<file path="config.mk">
export PLATFORM = sky130hd
export DESIGN_NAME = id_ex_stage
export DESIGN_NICKNAME = d
export VERILOG_FILES = /design/src/rtl/pipeline_pkg.sv /design/src/rtl/fwd_unit.sv /design/src/rtl/id_ex_stage.sv
export SDC_FILE = /design/constraint.sdc
export NUM_CORES = 1
export LEC_CHECK = 0
export ABC_AREA = 0
export CAP_MARGIN = 10
export CORE_AREA = 2 2 131 133
export DETAILED_ROUTE_END_ITERATION = 8
export DIE_AREA = 0 0 133 135
export PLACE_DENSITY_LB_ADDON = 0.12
export SYNTH_ARGS = -nofsm -noshare
export SYNTH_HDL_FRONTEND = slang
export SYNTH_SLANG_ARGS = --single-unit
</file>
<file path="constraint.sdc">
create_clock -name clk -period 2.4 [get_ports clk]
set_clock_uncertainty 0.1 [all_clocks]
set_input_delay 0.72 -clock clk [delete_from_list [all_inputs] [get_ports clk]]
set_output_delay 0.72 -clock clk [all_outputs]
set_load 0.05 [all_outputs]
</file>
<file path="src/rtl/pipeline_pkg.sv">
// Shared widths, ALU function codes and forwarding-select encoding for the pipeline.
// The FORWARD_EN macro (used by fwd_unit and id_ex_stage) selects the bypass network.
package pipeline_pkg;
   localparam int REG_ADDR_W = 5;
   localparam int DATA_W     = 32;

   localparam logic [5:0] ADD = 6'b000000;
   localparam logic [5:0] SUB = 6'b000001;
   localparam logic [5:0] AND = 6'b011000;
   localparam logic [5:0] OR  = 6'b011110;
   localparam logic [5:0] XOR = 6'b010110;
   localparam logic [5:0] NOR = 6'b010001;
   localparam logic [5:0] SLL = 6'b100000;
   localparam logic [5:0] SRL = 6'b100001;
   localparam logic [5:0] SRA = 6'b100011;
   localparam logic [5:0] EQ  = 6'b110011;
   localparam logic [5:0] NEQ = 6'b110001;
   localparam logic [5:0] LT  = 6'b110101;
   localparam logic [5:0] LEZ = 6'b111101;
   localparam logic [5:0] LTZ = 6'b111011;
   localparam logic [5:0] GTZ = 6'b111111;

   typedef enum logic [1:0] {FWD_REG, FWD_MEM, FWD_WB} fwd_sel_e;
endpackage

</file>
<file path="src/rtl/fwd_unit.sv">
// Operand bypass for one source register: MEM result beats WB result beats register data.
// With FORWARD_EN undefined the registered data always passes through.
module fwd_unit
   import pipeline_pkg::*;
(
   input  logic [REG_ADDR_W-1:0] i_reg_addr,
   input  logic [DATA_W-1:0]     i_reg_data,
   input  logic [REG_ADDR_W-1:0] i_mem_rd_addr,
   input  logic                  i_mem_regwrite,
   input  logic [DATA_W-1:0]     i_mem_result,
   input  logic [REG_ADDR_W-1:0] i_wb_rd_addr,
   input  logic                  i_wb_regwrite,
   input  logic [DATA_W-1:0]     i_wb_result,
   output logic [DATA_W-1:0]     o_data
);
   fwd_sel_e w_sel;

`ifdef FORWARD_EN
   always_comb begin
      w_sel = FWD_REG;
      if (i_mem_regwrite && (i_mem_rd_addr == i_reg_addr) && (i_reg_addr != '0))
         w_sel = FWD_MEM;
      else if (i_wb_regwrite && (i_wb_rd_addr == i_reg_addr) && (i_reg_addr != '0))
         w_sel = FWD_WB;
   end
`else
   logic w_unused;
   assign w_sel    = FWD_REG;
   assign w_unused = ^{i_reg_addr, i_mem_rd_addr, i_mem_regwrite, i_mem_result,
                       i_wb_rd_addr, i_wb_regwrite, i_wb_result};
`endif

   always_comb begin
      case (w_sel)
         FWD_MEM: o_data = i_mem_result;
         FWD_WB:  o_data = i_wb_result;
         default: o_data = i_reg_data;
      endcase
   end
endmodule

</file>
<file path="src/rtl/id_ex_stage.sv">
// ID/EX pipeline register with load-use stall detection, bubble insertion and operand muxing.
// FORWARD_EN defined: MEM/WB bypass; undefined: any pending writer stalls the decode stage.
module id_ex_stage
   import pipeline_pkg::*;
(
   input  logic                  clk,
   input  logic                  rst_n,
   input  logic                  id_valid,
   input  logic [REG_ADDR_W-1:0] id_rs_addr,
   input  logic [REG_ADDR_W-1:0] id_rt_addr,
   input  logic [REG_ADDR_W-1:0] id_rd_addr,
   input  logic [DATA_W-1:0]     id_rs_data,
   input  logic [DATA_W-1:0]     id_rt_data,
   input  logic [DATA_W-1:0]     id_imm,
   input  logic [4:0]            id_shamt,
   input  logic                  id_alusrc_a,
   input  logic                  id_alusrc_b,
   input  logic [5:0]            id_alufun,
   input  logic                  id_sign,
   input  logic                  id_regwrite,
   input  logic                  id_memread,
   input  logic                  id_memwrite,
   input  logic                  flush,
   input  logic                  hold,
   input  logic [REG_ADDR_W-1:0] mem_rd_addr,
   input  logic                  mem_regwrite,
   input  logic [DATA_W-1:0]     mem_result,
   input  logic [REG_ADDR_W-1:0] wb_rd_addr,
   input  logic                  wb_regwrite,
   input  logic [DATA_W-1:0]     wb_result,
   output logic [DATA_W-1:0]     alu_a,
   output logic [DATA_W-1:0]     alu_b,
   output logic [5:0]            alu_fun,
   output logic                  alu_sign,
   output logic                  ex_valid,
   output logic                  ex_regwrite,
   output logic                  ex_memread,
   output logic                  ex_memwrite,
   output logic [REG_ADDR_W-1:0] ex_rd_addr,
   output logic [DATA_W-1:0]     ex_store_data,
   output logic                  id_stall,
   output logic [15:0]           bubble_cnt
);
   logic                  r_valid, r_regwrite, r_memread, r_memwrite;
   logic [REG_ADDR_W-1:0] r_rd_addr, r_rs_addr, r_rt_addr;
   logic [DATA_W-1:0]     r_rs_data, r_rt_data, r_imm;
   logic [4:0]            r_shamt;
   logic                  r_alusrc_a, r_alusrc_b, r_sign;
   logic [5:0]            r_alufun;
   logic [15:0]           r_bubble_cnt;

   logic                  w_ex_hit, w_load_use, w_hazard, w_lu_bubble;
   logic [DATA_W-1:0]     w_rs_fwd, w_rt_fwd;

   assign w_ex_hit   = (r_rd_addr != '0) && ((r_rd_addr == id_rs_addr) || (r_rd_addr == id_rt_addr));
   assign w_load_use = id_valid && r_valid && r_memread && w_ex_hit;

`ifdef FORWARD_EN
   assign w_hazard = !flush && w_load_use;
`else
   // Without bypassing, the register file only sees results once they reach WB.
   logic w_mem_hit, w_raw;
   assign w_mem_hit = (mem_rd_addr != '0) && ((mem_rd_addr == id_rs_addr) || (mem_rd_addr == id_rt_addr));
   assign w_raw     = id_valid && ((r_valid && r_regwrite && w_ex_hit) || (mem_regwrite && w_mem_hit));
   assign w_hazard  = !flush && (w_load_use || w_raw);
`endif

   assign w_lu_bubble = !flush && w_load_use;
   assign id_stall    = hold || w_hazard;

   always_ff @(posedge clk or negedge rst_n) begin
      if (!rst_n) begin
         r_valid      <= 1'b0;
         r_regwrite   <= 1'b0;
         r_memread    <= 1'b0;
         r_memwrite   <= 1'b0;
         r_rd_addr    <= '0;
         r_rs_addr    <= '0;
         r_rt_addr    <= '0;
         r_rs_data    <= '0;
         r_rt_data    <= '0;
         r_imm        <= '0;
         r_shamt      <= '0;
         r_alusrc_a   <= 1'b0;
         r_alusrc_b   <= 1'b0;
         r_sign       <= 1'b0;
         r_alufun     <= ADD;
         r_bubble_cnt <= '0;
      end else if (!hold) begin
         r_rs_addr  <= id_rs_addr;
         r_rt_addr  <= id_rt_addr;
         r_rs_data  <= id_rs_data;
         r_rt_data  <= id_rt_data;
         r_imm      <= id_imm;
         r_shamt    <= id_shamt;
         r_alusrc_a <= id_alusrc_a;
         r_alusrc_b <= id_alusrc_b;
         r_sign     <= id_sign;
         if (flush || w_hazard) begin
            r_valid    <= 1'b0;
            r_regwrite <= 1'b0;
            r_memread  <= 1'b0;
            r_memwrite <= 1'b0;
            r_rd_addr  <= '0;
            r_alufun   <= ADD;
         end else begin
            r_valid    <= id_valid;
            r_regwrite <= id_regwrite;
            r_memread  <= id_memread;
            r_memwrite <= id_memwrite;
            r_rd_addr  <= id_rd_addr;
            r_alufun   <= id_alufun;
         end
         if (w_lu_bubble && (r_bubble_cnt != 16'hFFFF))
            r_bubble_cnt <= r_bubble_cnt + 16'd1;
      end
   end

   fwd_unit u_fwd_rs (
      .i_reg_addr     (r_rs_addr),
      .i_reg_data     (r_rs_data),
      .i_mem_rd_addr  (mem_rd_addr),
      .i_mem_regwrite (mem_regwrite),
      .i_mem_result   (mem_result),
      .i_wb_rd_addr   (wb_rd_addr),
      .i_wb_regwrite  (wb_regwrite),
      .i_wb_result    (wb_result),
      .o_data         (w_rs_fwd)
   );

   fwd_unit u_fwd_rt (
      .i_reg_addr     (r_rt_addr),
      .i_reg_data     (r_rt_data),
      .i_mem_rd_addr  (mem_rd_addr),
      .i_mem_regwrite (mem_regwrite),
      .i_mem_result   (mem_result),
      .i_wb_rd_addr   (wb_rd_addr),
      .i_wb_regwrite  (wb_regwrite),
      .i_wb_result    (wb_result),
      .o_data         (w_rt_fwd)
   );

   assign alu_a         = r_alusrc_a ? {27'b0, r_shamt} : w_rs_fwd;
   assign alu_b         = r_alusrc_b ? r_imm : w_rt_fwd;
   assign ex_store_data = w_rt_fwd;
   assign alu_fun       = r_alufun;
   assign alu_sign      = r_sign;
   assign ex_valid      = r_valid;
   assign ex_regwrite   = r_regwrite;
   assign ex_memread    = r_memread;
   assign ex_memwrite   = r_memwrite;
   assign ex_rd_addr    = r_rd_addr;
   assign bubble_cnt    = r_bubble_cnt;
endmodule

</file>
## Yosys cells after proc, flatten, opt, wreduce, memory -nomap -nowiden

Index checks and enable logic that the tools add are counted.
Widths: inputs -> output; s select.

- Flip-flop bits (word level): 135
- Bits of input ports: 209
- Output and inout port bits: 129
- Word-level logic and storage cells: 51

- $add $sub $neg: 1
- Eq/ne operators: 5
- Muxes and demuxes: 8
- Bitwise gates (word level): 1
- Reductions and logical operators: 22

Operators by type and width:

| cell | number |
|---|---|
| $mux 32 | 2 |
| $eq 5x5->1 | 4 |
| $add 16x1->16 const B | 1 |
| $ne 16x16->1 const B | 1 |
| $logic_and 1x1->1 | 12 |
| $reduce_bool 5->1 | 2 |
| $logic_or 1x1->1 | 6 |
| $mux 6 | 1 |
| $mux 5 | 1 |
| $mux 1 | 4 |
| $reduce_and 2->1 | 1 |
| $logic_not 1->1 | 1 |
| $not 1->1 | 1 |

## Logic depth before layout (Yosys ltp)

- Depth after elaboration: 10
- Gate-level depth with buffers: 8
- Mapped depth without buffers: 7

## Cells and area by module

Synthesis repeated with hierarchy kept, for this count alone.

- Cells, all modules: 520
- Area total of the unflattened synthesis: 6864.1 µm²

By module, submodules not included:

| module | instances | cells each | area an instance (µm²) | seq. area each (µm²) |
|---|---|---|---|---|
| id_ex_stage | 1 | 456 | 6383.6 | 3628.5 |
| fwd_unit | 2 | 32 | 240.2 | 0.0 |

## Worst setup path before layout

Ideal clock, no wire load.

- Kind: in2out
- From: in id_rs_addr[4]
- To: out id_stall
- Arrival: 2234 ps
- Required time: 1580 ps
- Setup slack: -654 ps
- Cell stages on the path: 5
- Buffers on the path: 0
- Cell sequence: xnor2_1 nand3_1 o31ai_1 a31oi_1 o21bai_1

- Cells in the longest elaborated chain, start to end: 9
- Elaborated cells on any way between the ends: 14
- Those cells by class: 2 x eq/ne; 12 x reduce/logical

RTL lines:

| item | line | RTL |
|---|---|---|
| start: declaration | id_ex_stage.sv:9 | `input logic [REG_ADDR_W-1:0] id_rs_addr,` |
| $eq 5x5->1 (on tied branches) | id_ex_stage.sv:55, id_ex_stage.sv:63 |  |
| $logic_or 1x1->1 (on tied branches) | id_ex_stage.sv:55, id_ex_stage.sv:63 |  |
| $logic_and 1x1->1 (on tied branches) | id_ex_stage.sv:55, id_ex_stage.sv:63 |  |
| $logic_and 1x1->1 | id_ex_stage.sv:64 | `assign w_raw = id_valid && ((r_valid && r_regwrite && w_ex_hit) \|\| (mem_regwrite && w_mem_hit));` |
| $logic_or 1x1->1 | id_ex_stage.sv:64 |  |
| $logic_and 1x1->1 | id_ex_stage.sv:64 |  |
| $logic_or 1x1->1 * | id_ex_stage.sv:65 | `assign w_hazard = !flush && (w_load_use \|\| w_raw);` |
| $logic_and 1x1->1 * | id_ex_stage.sv:65 |  |
| $logic_or 1x1->1 * | id_ex_stage.sv:69 | `assign id_stall = hold \|\| w_hazard;` |
| end: declaration | id_ex_stage.sv:41 | `output logic id_stall,` |

Mark *: on every way between the ends. The rest lies on a longest branch, timed or not.

## Worst setup path after layout

- From: in mem_rd_addr[2]
- To: out id_stall

- Cells in the longest elaborated chain, start to end: 9
- Elaborated cells on any way between the ends: 11
- Those cells by class: 2 x eq/ne; 9 x reduce/logical

RTL lines:

| item | line | RTL |
|---|---|---|
| start: declaration | id_ex_stage.sv:25 | `input logic [REG_ADDR_W-1:0] mem_rd_addr,` |
| $eq 5x5->1 | id_ex_stage.sv:63 | `assign w_mem_hit = (mem_rd_addr != '0) && ((mem_rd_addr == id_rs_addr) \|\| (mem_rd_addr == id_rt_addr));` |
| $logic_or 1x1->1 | id_ex_stage.sv:63 |  |
| $logic_and 1x1->1 * | id_ex_stage.sv:63 |  |
| $logic_and 1x1->1 * | id_ex_stage.sv:64 |  |
| $logic_or 1x1->1 * | id_ex_stage.sv:64 |  |
| $logic_and 1x1->1 * | id_ex_stage.sv:64 |  |
| $logic_or 1x1->1 * | id_ex_stage.sv:65 |  |
| $logic_and 1x1->1 * | id_ex_stage.sv:65 |  |
| $logic_or 1x1->1 * | id_ex_stage.sv:69 |  |

Marks and branches as above.

==> results.tsv <==
metric	value	unit
R2R setup slack	0.23	ns
met3 WL	1300	µm
vias in the first global route	5022	
Initial DRT Pass Iterations	4	
design area	10200	µm²
ANT nets after route	0	
global placer's final weighted congestion	0.802	
All-Layer GR Usage	0.188	
fraction of layout cells with a size suffix above 1	0.393	
Post-Syn Instances	437	
post-route minimum period	2.90	ns
LEAKAGE	4.66	nW
Rel. slew slack	0.457	
clk root buf	clkbuf_16	
Most used DFF post-synth	dfrtp_1	
NetSw	0.00237	W
fillers	1275	
Clock Power Share	0.343	
Setup Viol. Count Final	28	
I/O pin count	338	
largest net degree at the start of global routing	62	
failing checks	negative setup slack	
Initial Util	0.367	
CP Launch Point	mem_rd_addr[2]	
final worst-path cycle share	1.21	
Slew @ Worst Pin	0.814	ns
Synth cell types	35	
CTS Buffer Depth	2	
WS Path Type	input port to primary output	
MaxCap Viol Count	0	
full die area	18000	µm²
wire length on met2	8830	µm
Avg Cell Area, Syn	13.8	µm²
initial antenna violation count	0	
Sw Ratio	0.314	
combinational fraction of design power	0.311	
placed insts	931	
synth warn	0	
vias post-DR	4535	
Met1 Wirelength	6620	µm
Pins Over Slew Limit	0	
Worst-path clk slew	0.06	ns
uppermost routed layer	met4	
row count	47	
vias per inst	4.68	
routed len/inst	17.7	µm
area of the multi-input gates	2720	µm²
CP Max Fanout	3	
total power	0.00754	W
Total Routed Length	17100	µm
hold buffers post-CTS	0	
Reg-to-Reg Start	ex_rd_addr[2]$_DFFE_PN0N_	
Int Power	0.00517	W
Final TNS setup	-1.35	ns
achievable frequency	0.345	GHz
Antenna Cells	0	
dpl hpwl	12300	µm
PortBufs	267	
Core Region	16400	µm²
Worst-Skew Late Latency	0.40	ns
cts bufs inserted	17	
startpoint types	input port	
H-tree Lvls	4	
Power Dens Cells	741	nW/µm²
synthesized flop and latch total	135	
final hold vios	0	
Post-Syn Nets	647	
Iter 0 DRT Violations	114	
setup repair after global routing missed its margin	true	
Crit path arrival time	2.08	ns
ys async rst share	1.00	
Clock Sinks	135	
Peak VDD IR	0.000610	V
post-synthesis sequential area ratio	0.561	
mapped cell area	6020	µm²
Die Span Y	135	µm
grt ovf	0	
Crit path required time	1.58	ns
run status	finished with violations	
Area Growth Syn to Fin	68.9	%
CTS tree	done	
HP Class	input port to async pin	
Flop pwr share	0.346	
Post-synth EDFFs	0	
first-pass GRT wire length	26300	µm
Final WS setup	-0.501	ns
nets@finish	945	
fin cells	968	
Reg area	3380	µm²
hold_ws	0.166	ns
Placement Cell Area	9380	µm²
crit path capture type	primary output	
drt drc	0	
DIE WIDTH	133	µm
path summary, 6_finish.rpt:
path / cells past startpoint / endpoint
min in group clk: 1 / r_rs_data[11]$_DFFE_PN0N_
min reg2reg: 1 / r_rs_data[11]$_DFFE_PN0N_
max reg2reg: 9 / bubble_cnt[15]$_DFFE_PN0P_
max in group asynchronous: 2 / r_alusrc_b$_DFFE_PN0N_
min: 1 / r_rs_data[8]$_DFFE_PN0N_
max: 7 / id_stall
cell usage after synthesis, types with 3 or more instances:
cell	instances	area share
a22o_1	15	0.022
mux2_2	120	0.22
xor2_1	28	0.041
nand3_1	7	0.0058
clkbuf_1	19	0.012
nor2b_1	27	0.028
dfrtp_1	135	0.56
nor3_1	9	0.0075
mux2_1	22	0.041
nor2_1	12	0.0075
xnor2_1	7	0.010
inv_1	3	0.0019
nand2_1	8	0.0050
kinds of logic (layout without fill, tap and decap cells):
kind of cell / Yosys count / in the layout / synth area share
mux: 142 / 142 / 0.266
flops: 135 / 135 / 0.561
simple gates: 76 / 76 / 0.0680
xor+xnor: 35 / 35 / 0.0509
buf+inv: 25 / 336 / 0.0170
compound gates: 23 / 23 / 0.0353
fa+ha+maj: 1 / 1 / 0.00208
sequential cells by signal (all words and copies together), names as in the netlist:
signal	flops
alu_fun	6
ex_regwrite	1
bubble_cnt	16
r_alusrc_b	1
r_imm	32
ex_valid	1
ex_rd_addr	5
ex_memwrite	1
r_shamt	5
r_rs_data	32
r_rt_data	32
alu_sign	1
ex_memread	1
r_alusrc_a	1
power groups by stage:
stage          sequential [W]  combinational (W)  clock [W]
2_1_floorplan         0.00287           0.000975          0
3_3_place_gp          0.00262            0.00228          0
3_5_place_dp          0.00264            0.00230          0
4_1_cts               0.00260            0.00228    0.00265
5_1_grt               0.00263            0.00245    0.00277
6_report              0.00261            0.00235    0.00258
cells in the final DEF (no fill, tap or decap), types with 12 or more instances in the layout:
| cell type | n |
|---|---|
| dfrtp_1 | 130 |
| clkdlybuf4s50_1 | 121 |
| mux2_2 | 88 |
| buf_4 | 84 |
| dlygate4sd2_1 | 51 |
| buf_12 | 38 |
| mux2_4 | 32 |
| xor2_1 | 28 |
| nor2b_1 | 26 |
| mux2_1 | 22 |
| clkbuf_16 | 21 |
| a22o_1 | 15 |
| nor2_1 | 12 |
per-layer routing:
layer  up-vias  global-route usage
met5         -                   0
met3        20              0.0762
met1      2233               0.207
met2       157               0.332
met4         0              0.0627
li1       2125                   -
final cells by class:
cell class                      count  share of cell area
Timing Repair Buffer              301               0.313
Inverter                            3             0.00111
Clock inverter                     11              0.0122
Multi-Input combinational cell    277               0.267
Sequential cell                   135               0.333
Tap cell                          220              0.0271
Clock buffer                       21              0.0463
through the flow:
step	utilization	setup WS [ns]
global route	0.620	-0.571
floorplan	-	-0.154
detailed placement	0.571	-0.734
global placement	0.571	-0.693
CTS	0.607	-0.538
finish	0.620	-0.501
worst max-delay path: stages:
cell	delay (ns)
dlygate4sd2_1	0.28
xnor2_1	0.18
nand3_1	0.15
o31ai_4	0.30
a31oi_4	0.14
o21bai_4	0.16
buf_12	0.15
repair_timing:
item	in CTS	in global routing
gates cloned	1	3
setup endpoints to repair	88	36
endpoints found under the hold margin	0	0
setup buffers	1	0
pin swaps	8	0
resized for setup	57	37
(Power assumes the default switching activity.)
